==> src/rtl/instr_exec_unit.sv <==
// -----------------------------------------------------------------------------
// instr_exec_unit
//
// Receiving end of the instruction interface. Every valid beat is accepted
// (there is no backpressure) and is executed against an internal register
// file. The pipeline has three stages:
//   S1  capture         : beat fields registered on the sampling edge T
//   S2  operand read    : register-file operands (with S2 result bypass)
//                         registered at T+1
//   EX  execute / wb    : ALU result written to the register file, and the
//                         wb_* / illegal_op pulses registered at T+2
//
// Ports
//   clk          clock, all logic on the rising edge
//   reset        synchronous, active-high; clears pipeline, outputs,
//                counters and reloads reg[i] = i
//   valid        instruction beat present on this edge
//   rs0, rs1     source register indices
//   rd           destination register index
//   opcode       operation (0..10 legal, 11..15 illegal)
//   wb_valid     one-cycle pulse: a result was produced
//   wb_rd        destination of that result
//   wb_data      the result
//   illegal_op   one-cycle pulse: an undefined opcode retired
//   retired_cnt  legal instructions retired (NOP included), wraps
//   illegal_cnt  illegal instructions seen, wraps
// -----------------------------------------------------------------------------
module instr_exec_unit #(
    parameter int REG_WIDTH  = 5,
    parameter int OP_WIDTH   = 4,
    parameter int DATA_WIDTH = 32,
    parameter int CNT_WIDTH  = 16
) (
    input  logic                  clk,
    input  logic                  reset,
    input  logic                  valid,
    input  logic [REG_WIDTH-1:0]  rs0,
    input  logic [REG_WIDTH-1:0]  rs1,
    input  logic [REG_WIDTH-1:0]  rd,
    input  logic [OP_WIDTH-1:0]   opcode,
    output logic                  wb_valid,
    output logic [REG_WIDTH-1:0]  wb_rd,
    output logic [DATA_WIDTH-1:0] wb_data,
    output logic                  illegal_op,
    output logic [CNT_WIDTH-1:0]  retired_cnt,
    output logic [CNT_WIDTH-1:0]  illegal_cnt
);

    localparam int NUM_REGS = 2 ** REG_WIDTH;
    localparam int SH_W     = (DATA_WIDTH > 1) ? $clog2(DATA_WIDTH) : 1;

    localparam logic [OP_WIDTH-1:0] OP_NOP  = OP_WIDTH'(4'd0);
    localparam logic [OP_WIDTH-1:0] OP_ADD  = OP_WIDTH'(4'd1);
    localparam logic [OP_WIDTH-1:0] OP_SUB  = OP_WIDTH'(4'd2);
    localparam logic [OP_WIDTH-1:0] OP_AND  = OP_WIDTH'(4'd3);
    localparam logic [OP_WIDTH-1:0] OP_OR   = OP_WIDTH'(4'd4);
    localparam logic [OP_WIDTH-1:0] OP_XOR  = OP_WIDTH'(4'd5);
    localparam logic [OP_WIDTH-1:0] OP_SLL  = OP_WIDTH'(4'd6);
    localparam logic [OP_WIDTH-1:0] OP_SRL  = OP_WIDTH'(4'd7);
    localparam logic [OP_WIDTH-1:0] OP_SLTU = OP_WIDTH'(4'd8);
    localparam logic [OP_WIDTH-1:0] OP_INC  = OP_WIDTH'(4'd9);
    localparam logic [OP_WIDTH-1:0] OP_MOV  = OP_WIDTH'(4'd10);

    localparam logic [REG_WIDTH-1:0]  REG_ZERO  = {REG_WIDTH{1'b0}};
    localparam logic [DATA_WIDTH-1:0] DATA_ZERO = {DATA_WIDTH{1'b0}};
    localparam logic [DATA_WIDTH-1:0] DATA_ONE  = {{(DATA_WIDTH-1){1'b0}}, 1'b1};
    localparam logic [CNT_WIDTH-1:0]  CNT_ZERO  = {CNT_WIDTH{1'b0}};
    localparam logic [CNT_WIDTH-1:0]  CNT_ONE   = {{(CNT_WIDTH-1){1'b0}}, 1'b1};

    // S1: captured beat
    logic                  s1_valid_r;
    logic [REG_WIDTH-1:0]  s1_rs0_r;
    logic [REG_WIDTH-1:0]  s1_rs1_r;
    logic [REG_WIDTH-1:0]  s1_rd_r;
    logic [OP_WIDTH-1:0]   s1_op_r;

    // S2: operands resolved
    logic                  s2_valid_r;
    logic [DATA_WIDTH-1:0] s2_a_r;
    logic [DATA_WIDTH-1:0] s2_b_r;
    logic [REG_WIDTH-1:0]  s2_rd_r;
    logic [OP_WIDTH-1:0]   s2_op_r;

    // Register file; entry 0 is never written so it stays at its reset value 0
    logic [DATA_WIDTH-1:0] regs_r [NUM_REGS];

    // Combinational helpers
    logic [DATA_WIDTH-1:0] alu_s;
    logic                  legal_s;     // opcode is defined
    logic                  produces_s;  // opcode produces a result (legal, not NOP)
    logic                  commit_s;    // S2 result lands in the register file
    logic [DATA_WIDTH-1:0] op_a_s;
    logic [DATA_WIDTH-1:0] op_b_s;

    // Stage S1/S2 pipeline registers; reset drops anything in flight
    always_ff @(posedge clk) begin
        if (reset) begin
            s1_valid_r <= 1'b0;
            s1_rs0_r   <= REG_ZERO;
            s1_rs1_r   <= REG_ZERO;
            s1_rd_r    <= REG_ZERO;
            s1_op_r    <= OP_NOP;
            s2_valid_r <= 1'b0;
            s2_a_r     <= DATA_ZERO;
            s2_b_r     <= DATA_ZERO;
            s2_rd_r    <= REG_ZERO;
            s2_op_r    <= OP_NOP;
        end else begin
            s1_valid_r <= valid;
            s1_rs0_r   <= rs0;
            s1_rs1_r   <= rs1;
            s1_rd_r    <= rd;
            s1_op_r    <= opcode;
            s2_valid_r <= s1_valid_r;
            s2_a_r     <= op_a_s;
            s2_b_r     <= op_b_s;
            s2_rd_r    <= s1_rd_r;
            s2_op_r    <= s1_op_r;
        end
    end

    // ALU and opcode decode for the instruction sitting in S2
    always_comb begin
        alu_s      = DATA_ZERO;
        legal_s    = 1'b1;
        produces_s = 1'b1;
        case (s2_op_r)
            OP_NOP:  produces_s = 1'b0;
            OP_ADD:  alu_s = s2_a_r + s2_b_r;
            OP_SUB:  alu_s = s2_a_r - s2_b_r;
            OP_AND:  alu_s = s2_a_r & s2_b_r;
            OP_OR:   alu_s = s2_a_r | s2_b_r;
            OP_XOR:  alu_s = s2_a_r ^ s2_b_r;
            OP_SLL:  alu_s = s2_a_r << s2_b_r[SH_W-1:0];
            OP_SRL:  alu_s = s2_a_r >> s2_b_r[SH_W-1:0];
            OP_SLTU: alu_s = (s2_a_r < s2_b_r) ? DATA_ONE : DATA_ZERO;
            OP_INC:  alu_s = s2_a_r + DATA_ONE;
            OP_MOV:  alu_s = s2_a_r;
            default: begin
                legal_s    = 1'b0;
                produces_s = 1'b0;
            end
        endcase
    end

    // A result only reaches the register file for a real destination; r0
    // writes still pulse wb_valid but leave the file (and the bypass) alone.
    assign commit_s = s2_valid_r & produces_s & (s2_rd_r != REG_ZERO);

    // S1 operand read: r0 reads as zero, otherwise the S2 result wins over the
    // stale register-file value when it targets the same register. Anything
    // older than S2 has already been written back on this edge's predecessor.
    always_comb begin
        op_a_s = DATA_ZERO;
        op_b_s = DATA_ZERO;
        if (s1_rs0_r == REG_ZERO) begin
            op_a_s = DATA_ZERO;
        end else if (commit_s && (s2_rd_r == s1_rs0_r)) begin
            op_a_s = alu_s;
        end else begin
            op_a_s = regs_r[s1_rs0_r];
        end
        if (s1_rs1_r == REG_ZERO) begin
            op_b_s = DATA_ZERO;
        end else if (commit_s && (s2_rd_r == s1_rs1_r)) begin
            op_b_s = alu_s;
        end else begin
            op_b_s = regs_r[s1_rs1_r];
        end
    end

    // Register file: reload reg[i] = i on reset, write back committed results
    always_ff @(posedge clk) begin
        if (reset) begin
            for (int i = 0; i < NUM_REGS; i++) begin
                regs_r[i] <= DATA_WIDTH'(i);
            end
        end else if (commit_s) begin
            regs_r[s2_rd_r] <= alu_s;
        end
    end

    // Write-back / illegal pulses and retirement counters
    always_ff @(posedge clk) begin
        if (reset) begin
            wb_valid    <= 1'b0;
            wb_rd       <= REG_ZERO;
            wb_data     <= DATA_ZERO;
            illegal_op  <= 1'b0;
            retired_cnt <= CNT_ZERO;
            illegal_cnt <= CNT_ZERO;
        end else begin
            wb_valid   <= s2_valid_r & produces_s;
            illegal_op <= s2_valid_r & ~legal_s;
            if (s2_valid_r && produces_s) begin
                wb_rd   <= s2_rd_r;
                wb_data <= alu_s;
            end
            if (s2_valid_r && legal_s) begin
                retired_cnt <= retired_cnt + CNT_ONE;
            end
            if (s2_valid_r && !legal_s) begin
                illegal_cnt <= illegal_cnt + CNT_ONE;
            end
        end
    end

endmodule

==> config.mk <==
export PLATFORM = sky130hd
export DESIGN_NAME = instr_exec_unit
export DESIGN_NICKNAME = d
export VERILOG_FILES = /design/src/rtl/instr_exec_unit.sv
export SDC_FILE = /design/constraint.sdc
export NUM_CORES = 2
export LEC_CHECK = 0
export BUFFER_PORTS_ARGS = -buffer_cell sky130_fd_sc_hd__buf_2
export CAP_MARGIN = 10
export CORE_MARGIN = 3
export CORE_UTILIZATION = 60
export DETAILED_ROUTE_END_ITERATION = 8
export PLACE_DENSITY_LB_ADDON = 0.05
export REMOVE_ABC_BUFFERS = 1
export SYNTH_ARGS = -nofsm -noshare
export SYNTH_HDL_FRONTEND = slang
export SYNTH_SLANG_ARGS = --single-unit
==> constraint.sdc <==
create_clock -name clk -period 8.8 [get_ports clk]
set_input_delay 0.44 -clock clk [delete_from_list [all_inputs] [get_ports clk]]
set_output_delay 0.44 -clock clk [all_outputs]
set_load 0.02 [all_outputs]
==> summary.txt <==
SYNTHESIS
----------------------------------------------------------------------------
Number of flops mapped to enable cells by yosys                         1024
Primary FF master, synth                                        sky130_fd_sc_hd__edfxtp_1
Most numerous cell types in the synthesized netlist             1258 x sky130_fd_sc_hd__nor2_1, 1024 x sky130_fd_sc_hd__edfxtp_1, 448 x sky130_fd_sc_hd__mux2i_1
Cell with the most instances after synthesis                    sky130_fd_sc_hd__nor2_1
Synth top area share                                                  44.94%
Share of synthesized area occupied by flip-flops and latches          49.77%
Post-synthesis instance area                                       68420 um2
Synthesized instance count                                              6125
Async set-reset flop share out of synthesis                               0%
Warning count from the yosys run                                           0
Synth area leader                                               sky130_fd_sc_hd__edfxtp_1
Yosys cell types                                                          98
FF+latch count, synth                                                   1189
Synthesized area per cell                                          11.17 um2
Top cells by area in the synthesized netlist                    sky130_fd_sc_hd__edfxtp_1 45%, sky130_fd_sc_hd__mux4_2 9.1%, sky130_fd_sc_hd__nor2_1 6.9%, sky130_fd_sc_hd__mux2i_1 6.6%, sky130_fd_sc_hd__dfxtp_1 4.8%

WORST SETUP PATH
----------------------------------------------------------------------------
Endpoint type of the worst setup path                                   flop
Maximum fanout count along the critical path                              19
Worst setup startpoint                                          s2_op_r[0]$_SDFF_PP0_
Most common cell type on the critical path                      sky130_fd_sc_hd__nor2_1
Highest-delay cell along the critical path                      sky130_fd_sc_hd__o211a_1
Nature of the critical path startpoint                                  flop
Data arrival time of the worst path                                  6.53 ns
Ordered cell list for the critical path                         nand2b_1 -> nor2_2 -> buf_4 -> nor2_1 -> ha_1 -> o21ai_0 -> nor2_1 -> nand3_1 -> o311ai_2 -> nand3_1 -> a2bb2oi_1 -> mux2_1 -> o211a_1 -> buf_4 -> nor2_1
Setup CP Type                                                        reg2reg
Critical Path Max Stage Delay                                        0.94 ns
Crit Reg-Reg Startpoint                                         s2_op_r[0]$_SDFF_PP0_
Worst path required time                                             9.28 ns

DRT
----------------------------------------------------------------------------
Routed vias/inst                                                       7.169
Wire length after detailed routing                                  255.8 mm
Via Count                                                              54589
DRC violation total after the first TritonRoute iteration               8374
Final ANT Viol Nets                                                        0
Detailed-route DRC error count                                             0
Post-detailed-route wirelength per cell                             33.59 um
Count of TritonRoute iterations in the first routing pass                  8

STA
----------------------------------------------------------------------------
Maximum frequency from static timing analysis                      165.1 MHz
Part of the cycle the worst path needs                                68.82%
Number of failing setup endpoints in the final timing report               0
Sum Neg Setup Slack                                                     0 ns
Final hold violation count                                                 0
Slew headroom                                                         8.727%
Worst clock skew                                                  0.03849 ns
Worst hold-check slack                                             0.4342 ns
Final Max Slew Viols                                                       0
Setup repair after global routing missed its margin                       no
Slew at the pin closest to its max-slew limit                       1.369 ns
Minimum clock period after layout                                   6.056 ns

DIE
----------------------------------------------------------------------------
Area of the core region                                           112800 um2
I/O Pins                                                                  93
Area enclosed by the die boundary                                 118100 um2
Die outline width                                                   343.7 um
Number of placement rows                                                 123
Die Ht                                                              343.7 um
Initial core utilization                                              60.65%

RUN STATUS
----------------------------------------------------------------------------
Outcome                                                         finished clean

PLACEMENT
----------------------------------------------------------------------------
DP Wirelength                                                       160.7 mm
Input/output buffers                                                      92
Final RePlAce weighted congestion                                      1.040
Placed standard-cell area                                          70150 um2

CTS
----------------------------------------------------------------------------
Root buffer selected by CTS                                     sky130_fd_sc_hd__clkbuf_16
TritonCTS Buffers                                                        130
Clock-pin transition on the worst setup and hold timing paths        0.06 ns
Clock tree from TritonCTS                                              built
Clock Latency Late Sink                                              0.76 ns
Number of clock sinks                                                   1189
H-tree depth                                                               4
Buffer levels on the longest clock path                                    3

GLOBAL ROUTE
----------------------------------------------------------------------------
First-pass GRT wire length                                          363.8 mm
Pin count of the biggest net entering global routing                     124
Global router's overall resource usage                                42.79%
Number of global-route vias before repair                              52597
Initial antenna violation count                                            7
Total overflow reported by the global router                               0

POWER AND IR DROP
----------------------------------------------------------------------------
Power density over the cells                                    202.2 nW/um2
Leakage Power                                                       24.99 nW
Peak supply drop                                                    196.0 uV

CELLS AND AREA
----------------------------------------------------------------------------
Share of layout cells above drive strength 1                          17.08%
Syn-to-layout area delta                                              9.230%
Final Net Count                                                         6161
Share of the core filled with cells in the final layout               66.25%
Area of all placed cells without fillers                           74730 um2
Count of fill cells added during filler insertion                       8566

HOLD PATH
----------------------------------------------------------------------------
Min-delay worst type                                                 reg2reg
Startpoint of the tightest hold check path                      s1_rd_r[3]$_SDFF_PP0_

FLOW RUN
----------------------------------------------------------------------------
Max Cap Viol                                                               0

-- state kept, by name, indices dropped and copies added, names as in the netlist, 5 cells and up --
signal	flops
regs_r	1024
s2_a_r	32
s2_b_r	32
wb_data	32
illegal_cnt	16
retired_cnt	16
s1_rd_r	5
s1_rs0_r	5
s1_rs1_r	5
s2_rd_r	5
wb_rd	5
-- final cells by class --
cell class / count / area, um2 / share of cell area (%)
multi-input combinational: 4296 / 31960 / 42.77
antenna: 4 / 10.01 / 0.01339
inverter: 110 / 412.9 / 0.5525
sequential: 1189 / 34090 / 45.62
timing repair buffer: 280 / 2061 / 2.757
tap: 1500 / 1877 / 2.511
clock inverter: 65 / 754.5 / 1.010
clock buffer: 171 / 3565 / 4.770
-- cell usage in the layout, fill, tap and decap left out, types with 130 or more instances in the layout --
cell	count
sky130_fd_sc_hd__nor2_1	1253
sky130_fd_sc_hd__edfxtp_1	1024
sky130_fd_sc_hd__mux2i_1	448
sky130_fd_sc_hd__o21ai_0	326
sky130_fd_sc_hd__a21oi_1	275
sky130_fd_sc_hd__mux4_2	275
sky130_fd_sc_hd__nand2_1	225
sky130_fd_sc_hd__buf_4	155
sky130_fd_sc_hd__a221oi_1	154
sky130_fd_sc_hd__dfxtp_1	151
sky130_fd_sc_hd__mux2_2	147
sky130_fd_sc_hd__a22oi_1	145
sky130_fd_sc_hd__clkbuf_16	133
sky130_fd_sc_hd__ha_1	130
-- final timing paths --
kind	to	slack, ns	depth (start not counted)
max	regs_r[19][27]$_SDFFCE_PN0P_	2.74	15
min	s2_rd_r[3]$_SDFF_PP0_	0.43	1
min reg2reg	s2_rd_r[3]$_SDFF_PP0_	0.43	1
max reg2reg	regs_r[19][27]$_SDFFCE_PN0P_	2.74	15
-- critical path: cells and delay by family, from the launching register on --
family | cells | cell delay, ns
AND/OR/NAND/NOR | 7 | 1.92
buffers and inverters | 2 | 0.74
AO/OA/AOI/OAI | 4 | 1.77
multiplexers | 1 | 0.29
flip-flops | 1 | 0.66
adder cells (fa/ha/maj) | 1 | 0.37
-- power by group --
| part | total (W) | switching, W | leakage, nW | internal [W] |
|---|---|---|---|---|
| Sequential | 0.00654 | 0.000219 | 11.7 | 0.00632 |
| Clock | 0.00560 | 0.00232 | 2.11 | 0.00328 |
| Combinational | 0.00296 | 0.00205 | 11.2 | 0.000915 |
| Total | 0.0151 | 0.00459 | 25.0 | 0.0105 |
-- metrics by stage --
stage	std cells	setup slack [ns]	total power (W)
after floorplan	5595	-6.428	0.008536
after global placement	7351	2.877	0.009451
after detailed placement	7351	2.921	0.009477
after CTS	7610	2.884	0.01499
after global routing	7611	2.456	0.01546
final	7615	2.744	0.01511
-- metal layers --
layer  vias up  GRT usage, %  share of wire (%)
li1      22702             -                  -
met3       792         11.46                 14
met1     26892         56.94                 36
met4         2         25.59                7.0
met2      4201         63.21                 44
met5         -             0             0.0051
-- logic make-up (layout without fill, tap and decap cells) --
| logic type | count (synthesis) | after routing | synth area share (%) |
|---|---|---|---|
| AND/OR/NAND/NOR | 1864 | 1864 | 11.53 |
| AO/OA/AOI/OAI | 1323 | 1323 | 13.00 |
| flip-flops | 1189 | 1189 | 49.77 |
| multiplexers | 871 | 871 | 18.04 |
| buffers and inverters | 671 | 626 | 4.265 |
| adder cells (fa/ha/maj) | 132 | 132 | 2.436 |
| XOR/XNOR | 74 | 74 | 0.9473 |
| other | 1 | 36 | 0.005481 |
-- what timing repair did --
action,CTS,global route
endpoints found under the hold margin,30,0
buffers inserted,0,0
resized for setup,0,0
hold buffers,23,0
Note: power is estimated with default switching activity, not from simulation.
